==> src/rtl/cnn_pkg.sv <==
// Shared definitions for the CNN front-end blocks: data width default,
// window-generator FSM states and 3x3 window index constants.
package cnn_pkg;

  localparam int DATA_W_DEF = 8;

  localparam int WIN_TL = 0;
  localparam int WIN_C  = 4;
  localparam int WIN_BR = 8;

  typedef enum logic [1:0] {
    ACCEPT = 2'd0,
    ISSUE  = 2'd1,
    WAIT   = 2'd2
  } win_state_e;

endpackage

==> src/rtl/cnn_line_buffer.sv <==
// Two-row line buffer sharing one column address; reads are combinational
// and a write shifts row0 into row1 at that column (read-before-write).
module cnn_line_buffer #(
  parameter int IMG_W  = 8,
  parameter int DATA_W = 8
) (
  input  logic                     clk,
  input  logic                     we_i,
  input  logic [$clog2(IMG_W)-1:0] addr_i,
  input  logic [DATA_W-1:0]        din_i,
  output logic [DATA_W-1:0]        lb0_o,
  output logic [DATA_W-1:0]        lb1_o
);

  logic [DATA_W-1:0] row0_q [IMG_W];
  logic [DATA_W-1:0] row1_q [IMG_W];

  assign lb0_o = row0_q[addr_i];
  assign lb1_o = row1_q[addr_i];

  // Contents are deliberately not reset: rows 0-1 of every frame refill them.
  always_ff @(posedge clk) begin
    if (we_i) begin
      row1_q[addr_i] <= row0_q[addr_i];
      row0_q[addr_i] <= din_i;
    end
  end

endmodule

==> src/rtl/conv_window_gen.sv <==
// Streaming 3x3 window generator: buffers two rows, issues each fully valid
// window to the serial conv stage and stalls the pixel stream until it is done.
module conv_window_gen
  import cnn_pkg::*;
#(
  parameter int IMG_W  = 8,
  parameter int IMG_H  = 8,
  parameter int DATA_W = DATA_W_DEF
) (
  input  logic                     clk,
  input  logic                     rst,
  input  logic [DATA_W-1:0]        pix_in,
  input  logic                     pix_valid,
  output logic                     pix_ready,
  output logic [DATA_W-1:0]        win0,
  output logic [DATA_W-1:0]        win1,
  output logic [DATA_W-1:0]        win2,
  output logic [DATA_W-1:0]        win3,
  output logic [DATA_W-1:0]        win4,
  output logic [DATA_W-1:0]        win5,
  output logic [DATA_W-1:0]        win6,
  output logic [DATA_W-1:0]        win7,
  output logic [DATA_W-1:0]        win8,
  output logic [$clog2(IMG_W)-1:0] win_x,
  output logic [$clog2(IMG_H)-1:0] win_y,
  output logic                     conv_start,
  input  logic                     conv_done,
  output logic                     frame_done
);

  localparam int XW = $clog2(IMG_W);
  localparam int YW = $clog2(IMG_H);

  win_state_e        state_q, state_d;
  logic [XW-1:0]     c_q, c_d, win_x_q, win_x_d;
  logic [YW-1:0]     r_q, r_d, win_y_q, win_y_d;
  logic              last_q, last_d;
  logic              wait_seen_q, wait_seen_d;
  logic              frame_done_q, frame_done_d;
  logic [DATA_W-1:0] win_q [9];
  logic [DATA_W-1:0] lb0_s, lb1_s;
  logic              xfer_s, win_hit_s, last_hit_s;

  assign pix_ready  = (state_q == ACCEPT) && !rst;
  assign xfer_s     = pix_valid && pix_ready;
  assign conv_start = (state_q == ISSUE);
  assign frame_done = frame_done_q;
  assign win_x      = win_x_q;
  assign win_y      = win_y_q;
  assign win_hit_s  = (r_q >= YW'(2)) && (c_q >= XW'(2));
  assign last_hit_s = (r_q == YW'(IMG_H - 1)) && (c_q == XW'(IMG_W - 1));

  assign win0 = win_q[WIN_TL];
  assign win1 = win_q[1];
  assign win2 = win_q[2];
  assign win3 = win_q[3];
  assign win4 = win_q[WIN_C];
  assign win5 = win_q[5];
  assign win6 = win_q[6];
  assign win7 = win_q[7];
  assign win8 = win_q[WIN_BR];

  cnn_line_buffer #(
    .IMG_W  (IMG_W),
    .DATA_W (DATA_W)
  ) u_lb (
    .clk    (clk),
    .we_i   (xfer_s),
    .addr_i (c_q),
    .din_i  (pix_in),
    .lb0_o  (lb0_s),
    .lb1_o  (lb1_s)
  );

  // Next-state logic: raster counters, window latch and the WAIT handshake.
  always_comb begin
    state_d      = state_q;
    c_d          = c_q;
    r_d          = r_q;
    win_x_d      = win_x_q;
    win_y_d      = win_y_q;
    last_d       = last_q;
    wait_seen_d  = (state_q == WAIT);
    frame_done_d = 1'b0;
    case (state_q)
      ACCEPT: begin
        if (xfer_s) begin
          if (c_q == XW'(IMG_W - 1)) begin
            c_d = '0;
            r_d = (r_q == YW'(IMG_H - 1)) ? '0 : r_q + YW'(1);
          end else begin
            c_d = c_q + XW'(1);
          end
          if (win_hit_s) begin
            win_x_d = c_q - XW'(2);
            win_y_d = r_q - YW'(2);
            last_d  = last_hit_s;
            state_d = ISSUE;
          end else begin
            state_d = ACCEPT;
          end
        end else begin
          state_d = ACCEPT;
        end
      end
      ISSUE: state_d = WAIT;
      WAIT: begin
        // A done seen in the first WAIT cycle belongs to the previous window.
        if (wait_seen_q && conv_done) begin
          state_d = ACCEPT;
          if (last_q) begin
            frame_done_d = 1'b1;
            r_d          = '0;
            c_d          = '0;
          end else begin
            frame_done_d = 1'b0;
          end
        end else begin
          state_d = WAIT;
        end
      end
      default: state_d = ACCEPT;
    endcase
  end

  // Control state registers.
  always_ff @(posedge clk or posedge rst) begin
    if (rst) begin
      state_q      <= ACCEPT;
      c_q          <= '0;
      r_q          <= '0;
      win_x_q      <= '0;
      win_y_q      <= '0;
      last_q       <= 1'b0;
      wait_seen_q  <= 1'b0;
      frame_done_q <= 1'b0;
    end else begin
      state_q      <= state_d;
      c_q          <= c_d;
      r_q          <= r_d;
      win_x_q      <= win_x_d;
      win_y_q      <= win_y_d;
      last_q       <= last_d;
      wait_seen_q  <= wait_seen_d;
      frame_done_q <= frame_done_d;
    end
  end

  // Window shift register: each accepted pixel pushes a new right column.
  always_ff @(posedge clk or posedge rst) begin
    if (rst) begin
      for (int k = 0; k < 9; k++) win_q[k] <= '0;
    end else if (xfer_s) begin
      win_q[0]      <= win_q[1];
      win_q[1]      <= win_q[2];
      win_q[2]      <= lb1_s;
      win_q[3]      <= win_q[4];
      win_q[4]      <= win_q[5];
      win_q[5]      <= lb0_s;
      win_q[6]      <= win_q[7];
      win_q[7]      <= win_q[WIN_BR];
      win_q[WIN_BR] <= pix_in;
    end
  end

endmodule

==> config.mk <==
export PLATFORM = sky130hd
export DESIGN_NAME = conv_window_gen
export DESIGN_NICKNAME = d
export VERILOG_FILES = /design/src/rtl/cnn_pkg.sv /design/src/rtl/cnn_line_buffer.sv /design/src/rtl/conv_window_gen.sv
export SDC_FILE = /design/constraint.sdc
export NUM_CORES = 1
export LEC_CHECK = 0
export BUFFER_PORTS_ARGS = -buffer_cell sky130_fd_sc_hd__buf_2
export CORE_MARGIN = 5
export CORE_UTILIZATION = 45
export CTS_BUF_LIST = sky130_fd_sc_hd__clkbuf_2
export DETAILED_ROUTE_END_ITERATION = 8
export PLACE_DENSITY = 0.63
export SYNTH_ARGS = -nofsm -noshare
export SYNTH_HDL_FRONTEND = slang
export SYNTH_SLANG_ARGS = --single-unit
==> constraint.sdc <==
create_clock -name clk -period 3.79 [get_ports clk]
set_clock_uncertainty 0.15 [all_clocks]
set_input_delay 0.379 -clock clk [delete_from_list [all_inputs] [get_ports clk]]
set_output_delay 0.379 -clock clk [all_outputs]
set_load 0.01 [all_outputs]
==> out/qor.txt, run 1 <==
status: finished, final reports clean
Worst slew margin: 0.300
Hold WC Path Type: in -> async
setup TNS: 0 ns
max layer used: met4
Std-Cell Rows: 50
M1 WL: 7840 um
Ys Warns: 0
share of cells above drive strength 1: 0.301
number of nets with antenna violations after routing: 0
main flop type after synthesis: edfxtp_1
detailed-route via count: 5236
crit path max-delay cell type: dfrtp_2
Port Buffers: 92
total clock sinks: 217
die footprint: 21600 um2
pwr/cell area: 754 nW/um2
CTS buffer count: 52
Data required, critical path: 4.31 ns
crit-path max cell delay: 0.98 ns
Avg Cell Area, Syn: 13.8 um2
die width: 147 um
DP Worst Slack: 0.663 ns
global-route wire length before repair: 29100 um
fin crit period: 3.13 ns
pin count of the biggest net entering global routing: 78
gp weighted congestion: 0.756
commonest non-fill, non-tap cell in the layout: nand2_1
Max Slew Vio Count: 0
syn nets: 634
worst path bufs/invs: 1
metal3 WL: 774 um
launch point of the worst reg-to-reg path: c_q[0]
maxcap violations: 0
post-synthesis register bit count: 217
worst skew pair latency: 0.80 ns
critical path, cell by cell: buf_4, mux2i_1, a221oi_1, mux2_2
Die Y: 147 um
TritonCTS clock tree: built
WS Path Type: reg -> reg
Root Buffer: clkbuf_2
Global Route Usage Sum: 0.168
Mapped Cells: 611
flop2flop setup slack: 0.66 ns
largest delay contributor family on the critical path: flip-flops
io pins: 93
Initial Utilization: 0.455
Post-synth ARST share: 0.410
reg2reg end: win5[7]
nets: 778
WL met2: 9010 um
Tcrit/Tclk final: 0.826
clk buf depth: 3
worst setup margin: 0.660 ns
fmax: 320 MHz
most frequent cells in the layout: nand2_1 (189), edfxtp_1 (128), buf_2 (92)
Area Growth Syn to Fin: 16.1%
Critical Path Fanout Max: 40
vias in the first global route: 5577
initial drt markers: 321
CP endpoint kind: flip-flop
final instance area: 9810 um2
number of antenna violations at the first check in global routing: 0
Yosys cell types: 33
Slew @ Worst Pin: 1.05 ns
unrepaired setup endpoints after global routing: no
Worst VDD drop: 0.000346 V
Ant. Diodes: 0
Final Hold Fails: 0
placed instance area: 9190 um2
core footprint: 18600 um2
vias per cell: 5.07
EDFF count, synth: 128
DPL Wire Length: 11100 um
DR DRC count: 0
Reg clk slew, reported paths: 0.12 ns
Seq/Total Area, Yosys: 0.718
Reg2Reg Depth: 4
Cell Area, Synth: 8450 um2
# setup viols final: 0
Avg WL per Cell: 17.3 um
Lkg Pwr: 0.00433 uW
Pre-antenna DRT Iters: 4
Total Wirelength: 17900 um
WP data arrival: 3.65 ns
Design Power: 7400 uW
Post-CTS Setup Inserts: 0
Startpoint Class: flip-flop
H-tree levels: 2
Overflow after GRT: 0
[synth_stat cells (9+ instances only)]
library cell  count  area, um2
buf_2            10       50.1
clkbuf_1         16       60.1
dfrtp_1          89       2230
edfxtp_1        128       3840
ha_1             11        138
inv_1             9       33.8
mux2_2           40        450
mux2i_1          32        320
nand2_1         189        709
o21ai_0          12       60.1
[per-stage QoR]
stage,hold WS (ns),instances,util
5_1_grt,0.222,1032,0.528
3_3_place_gp,0.306,922,0.494
6_report,0.212,1032,0.528
3_5_place_dp,0.307,922,0.494
4_1_cts,0.162,1032,0.528
2_1_floorplan,0.318,611,-
[flip-flops by register name (all words and copies together) (netlist names), 8 cells and up]
| signal | flops |
|---|---|
| win3 | 8 |
| u_lb.row0_q | 64 |
| win1 | 8 |
| win7 | 8 |
| win5 | 8 |
| u_lb.row1_q | 64 |
| win8 | 8 |
| win6 | 8 |
| win0 | 8 |
| win4 | 8 |
| win2 | 8 |
[logic make-up (layout without fill, tap and decap cells)]
group                      after synthesis  after routing  synth area share
muxes                                   73             73            0.0929
DFF                                    217            217             0.718
and+or+nand+nor                        211            211             0.101
buffers and inverters                   41            228            0.0228
AOI/OAI and AO/OA                       58             58            0.0491
adders and majority gates               11             11            0.0163
[tightest hold or removal path, stage by stage]
cell and delay (ns):
dlygate4sd3_1 0.53, buf_2 0.16, clkinv_2 0.65
[worst max-delay path by stage]
stage | slack, ns | endpoint | startpoint | cells past startpoint
final | 0.66 | win5[7] | c_q[0] | 4
after global routing | 0.35 | win5[7] | c_q[0] | 4
after CTS | 0.64 | win5[7] | c_q[0] | 4
after detailed placement | 0.66 | win5[7] | c_q[0] | 4
after global placement | 0.91 | win5[7] | c_q[0] | 4
after floorplan | 0.95 | c_q[0] | rst | 1
[repair_timing]
item	4_1_cts	5_1_grt
hold buffers	13	0
hold endpoints to repair	143	0
resized for setup	0	0
[metal layers]
layer,up-vias,track usage
li1,2491,-
met1,2590,0.215
met2,131,0.283
met3,24,0.0404
met4,0,0.0555
met5,-,0
[final cells by class]
class,count,area (um2)
Clock buffer,77,385
Clock inverter,20,109
Fill cell,1621,8770
Inverter,9,35.0
Multi-Input combinational cell,353,2200
Sequential cell,217,6070
Tap cell,234,293
Timing Repair Buffer,122,718
[power by group]
group | internal [uW] | switching [uW]
sequential | 3200 | 430
clock | 618 | 884
combinational | 948 | 1320
total | 4760 | 2640
No activity file was read; power rests on OpenSTA's default activity.
==> run 2, diff against run 1 <==
--- a/config.mk
+++ b/config.mk
@@ -10,7 +10,7 @@
 export CORE_UTILIZATION = 45
 export CTS_BUF_LIST = sky130_fd_sc_hd__clkbuf_2
 export DETAILED_ROUTE_END_ITERATION = 8
-export PLACE_DENSITY = 0.63
+export PLACE_DENSITY = 0.65
 export SYNTH_ARGS = -nofsm -noshare
 export SYNTH_HDL_FRONTEND = slang
 export SYNTH_SLANG_ARGS = --single-unit
==> constraint.sdc (replaced) <==
create_clock -name clk -period 2.55 [get_ports clk]
set_clock_uncertainty 0.15 [all_clocks]
set_input_delay 0.255 -clock clk [delete_from_list [all_inputs] [get_ports clk]]
set_output_delay 0.255 -clock clk [all_outputs]
set_load 0.01 [all_outputs]
==> run 2 against run 1 <==
Net effect: wire length is 0.75% lower; final area is 1.7% higher; critical path depth stayed put; critical endpoint is now u_lb.row1_q[2][1]; highest routed layer unchanged.
==> out/qor.txt, run 2 (same netlist as run 1, synthesis figures left out) <==
Data required, critical path: 2.85 ns
fin crit period: 2.40 ns
WS Path Type: reg -> reg
maxcap violations: 0
pin count of the biggest net entering global routing: 51
DR DRC count: 0
largest registers: u_lb.row0_q x64, u_lb.row1_q x64
WP data arrival: 2.69 ns
Initial Utilization: 0.455
clk buf depth: 3
pwr/cell area: 1130 nW/um2
share of cells above drive strength 1: 0.317
Post-CTS Setup Inserts: 0
Hold WC Path Type: in -> reg
setup TNS: 0 ns
Critical Path Fanout Max: 9
Port Buffers: 92
nets: 798
Worst VDD drop: 0.000469 V
CP endpoint kind: flip-flop
TritonCTS clock tree: built
quantity of hold-fixing buffers added after cts: 12
core footprint: 18600 um2
DPL Wire Length: 11900 um
worst skew pair latency: 0.79 ns
Avg WL per Cell: 16.9 um
Final Hold Fails: 0
Startpoint Class: flip-flop
number of antenna violations at the first check in global routing: 0
gp weighted congestion: 0.793
Worst slew margin: 0.559
global-route wire length before repair: 29600 um
Global Route Usage Sum: 0.170
Root Buffer: clkbuf_2
Area Growth Syn to Fin: 18.0%
vias in the first global route: 5671
# setup viols final: 0
status: finished, final reports clean
Std-Cell Rows: 50
Reg clk slew, reported paths: 0.10 ns
FF/Latch Area: 6070 um2
total clock sinks: 217
Worst Hold Depth: 3
Pre-antenna DRT Iters: 4
CTS buffer count: 53
initial drt markers: 288
footprint of the multi-input gates: 2200 um2
Ant. Diodes: 0
unrepaired setup endpoints after global routing: no
detailed-route via count: 5280
Tcrit/Tclk final: 0.940
Fin Hold WS: 0.183 ns
Lkg Pwr: 0.00443 uW
most frequent cells in the layout: nand2_1 (189), edfxtp_1 (128), buf_2 (92)
io pins: 93
commonest non-fill, non-tap cell in the layout: nand2_1
die footprint: 21600 um2
fmax: 417 MHz
vias per cell: 5.04
Max Slew Vio Count: 0
Total Wirelength: 17800 um
Die Y: 147 um
number of nets with antenna violations after routing: 0
Slew @ Worst Pin: 0.653 ns
Overflow after GRT: 0
Reg2Reg Depth: 4
post-CTS sizing: 0
H-tree levels: 2
Filler cells: 1556
die width: 147 um
## run 2: cell type report
type / instances / area share
timing repair buffer: 141 / 0.0873
clock inverter: 18 / 0.0125
tap: 234 / 0.0293
clock buffer: 76 / 0.0381
multi-input combinational: 353 / 0.220
sequential: 217 / 0.609
inverter: 9 / 0.00376
## run 2: power breakdown
part / internal, uW / switching [uW] / total, uW
logic: 1510 / 2040 / 3550
registers: 4750 / 608 / 5360
clock network: 1000 / 1320 / 2330
total: 7260 / 3970 / 11200
## run 2: path summary, 6_finish.rpt
kind	from	endpoint	slack, ns
worst min-delay path	conv_done	frame_done	0.18
max in group asynchronous	rst	win0[3]	0.86
min in group asynchronous	rst	state_q[1]	0.60
worst max register to register	state_q[1]	u_lb.row1_q[2][1]	0.15
worst max-delay path	state_q[1]	u_lb.row1_q[2][1]	0.15
worst min register to register	win0[0]	win0[0]	0.33
## run 2: stage by stage
stage | worst slack (ns) | power (uW) | instances | util | area (um2)
after global placement | 0.228 | 8910 | 942 | 0.503 | 9350
after floorplan | 0.165 | 7420 | 611 | - | 8460
after CTS | 0.130 | 11400 | 1048 | 0.537 | 9980
after detailed placement | 0.192 | 9020 | 942 | 0.503 | 9350
after global routing | 0.0932 | 12000 | 1048 | 0.537 | 9980
final | 0.154 | 11200 | 1048 | 0.537 | 9980
## run 2: per-layer routing
layer | wire [um] | vias to the layer above | GRT usage
li1 | - | 2530 | -
met1 | 7600 | 2592 | 0.215
met2 | 8980 | 127 | 0.288
met3 | 871 | 31 | 0.0466
met4 | 309 | 0 | 0.0531
met5 | 0 | - | 0
## run 2: worst max-delay path, cell delays in order (launching register included)
cell	delay, ns
dfrtp_1	0.47
or4b_2	0.76
nor2_1	0.29
and2_1	0.20
buf_4	0.20
==> run 3, diff against run 2 <==
--- a/config.mk
+++ b/config.mk
@@ -6,6 +6,7 @@
 export NUM_CORES = 1
 export LEC_CHECK = 0
 export BUFFER_PORTS_ARGS = -buffer_cell sky130_fd_sc_hd__buf_2
+export CORE_ASPECT_RATIO = 0.5
 export CORE_MARGIN = 5
 export CORE_UTILIZATION = 45
 export CTS_BUF_LIST = sky130_fd_sc_hd__clkbuf_2
==> run 3 against run 2 <==
Net effect: first-iteration DRC count rose by 18%; combinational power rose by 2%; critical path type unchanged; utilization grew 0.77 points; global-route usage is 0.13 points lower; via count decreased by 0.21%; count of clock-buffer cells in the layout fell by 10; critical path depth up 1; final area increased by 0.64%; register-to-register slack improved by 0.03 ns; total power fell by 1.9%; sequential cell count unchanged.
==> out/qor.txt, run 3 (same netlist as run 1, synthesis figures left out) <==
status: finished, final reports clean
Final Hold Fails: 0
WS Path Type: reg -> reg
Worst VDD drop: 0.000498 V
fmax: 422 MHz
Root Buffer: clkbuf_2
gp weighted congestion: 0.729
Slew @ Worst Pin: 0.945 ns
Worst slew margin: 0.370
Comb power frac: 0.330
Total Wirelength: 18000 um
largest registers: u_lb.row0_q x64, u_lb.row1_q x64
Post-CTS Setup Inserts: 0
Pre-antenna DRT Iters: 4
CTS buffer count: 48
# setup viols final: 0
die width: 204 um
Avg WL per Cell: 16.8 um
Initial Utilization: 0.459
Area Growth Syn to Fin: 18.8%
Startpoint Class: flip-flop
pin count of the biggest net entering global routing: 77
setup TNS: 0 ns
most frequent cells in the layout: nand2_1 (189), edfxtp_1 (128), buf_2 (92)
Port Buffers: 92
pwr/cell area: 1100 nW/um2
io pins: 93
nets: 795
total clock sinks: 217
Max Slew Vio Count: 0
commonest non-fill, non-tap cell in the layout: nand2_1
Filler cells: 1554
Final Util: 0.545
initial drt markers: 340
Tcrit/Tclk final: 0.929
global-route wire length before repair: 29200 um
vias per cell: 4.93
Switch Pwr: 3930 uW
Sequential Power Share: 0.478
WP data arrival: 2.88 ns
share of cells above drive strength 1: 0.297
Internal Pwr Total: 7090 uW
core footprint: 18400 um2
DP Worst Slack: 0.271 ns
number of antenna violations at the first check in global routing: 1
DR DRC count: 0
Overflow after GRT: 0
clk buf depth: 3
DPL Wire Length: 11300 um
fin crit period: 2.37 ns
clock share of power: 0.192
post-CTS sizing: 0
Std-Cell Rows: 35
worst skew pair latency: 0.73 ns
number of nets with antenna violations after routing: 0
Critical Path Fanout Max: 19
die footprint: 21800 um2
Hold WC Path Type: in -> reg
vias in the first global route: 5485
worst setup margin: 0.180 ns
Global Route Usage Sum: 0.169
unrepaired setup endpoints after global routing: no
Lkg Pwr: 0.00438 uW
maxcap violations: 0
H-tree levels: 2
CP endpoint kind: flip-flop
Reg clk slew, reported paths: 0.11 ns
Die Y: 107 um
Switching Fraction: 0.356
quantity of hold-fixing buffers added after cts: 20
TritonCTS clock tree: built
Data required, critical path: 3.06 ns
detailed-route via count: 5269
run 3: cell types whose count changed in the layout (fill, tap and decap cells not counted), sizes merged:
| cell | previous run | this run |
|---|---|---|
| buf | 129 | 123 |
| clkinvlp | 1 | 2 |
| clkbuf | 76 | 66 |
| dlygate4sd3 | 12 | 20 |
| diode | 0 | 1 |
| clkinv | 15 | 17 |
| bufinv | 2 | 1 |
run 3: path summary, 6_finish.rpt:
path | start | endpoint | slack [ns] | cells after the start
max | state_q[1] | win8[4] | 0.18 | 5
min | conv_done | frame_done | 0.23 | 3
max reg2reg | state_q[1] | win8[4] | 0.18 | 5
min reg2reg | win2[1] | win1[1] | 0.30 | 2
max in group asynchronous | rst | c_q[0] | 1.15 | 5
min in group asynchronous | rst | win3[0] | 0.62 | 5
run 3: final cells by class:
cell class              instances  area, um2  area share
inverters                       9       37.5     0.00374
repair buffers                143        968      0.0964
well taps                     259        324      0.0323
multi-input cells             353       2200       0.219
clock inverters                20        108      0.0107
diodes                          1       2.50    0.000249
clock buffers                  66        330      0.0329
flip-flops and latches        217       6070       0.605
run 3: metrics by stage:
step	instance area, um2	hold WS, ns	instances	total power [uW]
after detailed placement	9400	0.246	961	9020
final	10000	0.225	1068	11000
after CTS	10000	0.138	1067	11200
after global placement	9400	0.243	961	8940
after floorplan	8460	0.204	611	7420
after global routing	10000	0.163	1068	11800
run 3: power by group through the flow:
stage          sequential, uW  combinational (uW)  clock (uW)
6_report                 5270                3630        2110
5_1_grt                  5370                4070        2400
4_1_cts                  5270                3710        2210
3_5_place_dp             5350                3680           0
3_3_place_gp             5330                3610           0
2_1_floorplan            5520                1900           0
run 3: per-layer routing:
| metal | share of wire | vias to the layer above | track usage |
|---|---|---|---|
| li1 | - | 2526 | - |
| met1 | 0.46 | 2594 | 0.235 |
| met2 | 0.47 | 125 | 0.268 |
| met3 | 0.056 | 24 | 0.0399 |
| met4 | 0.015 | 0 | 0.0500 |
| met5 | 0 | - | 0 |
run 3: critical path: stages, from the launching register on:
cell,delay (ns)
dfrtp_1,0.47
nor4b_4,0.65
buf_4,0.35
nand2_1,0.07
dlygate4sd3_1,0.55
nand2_1,0.06
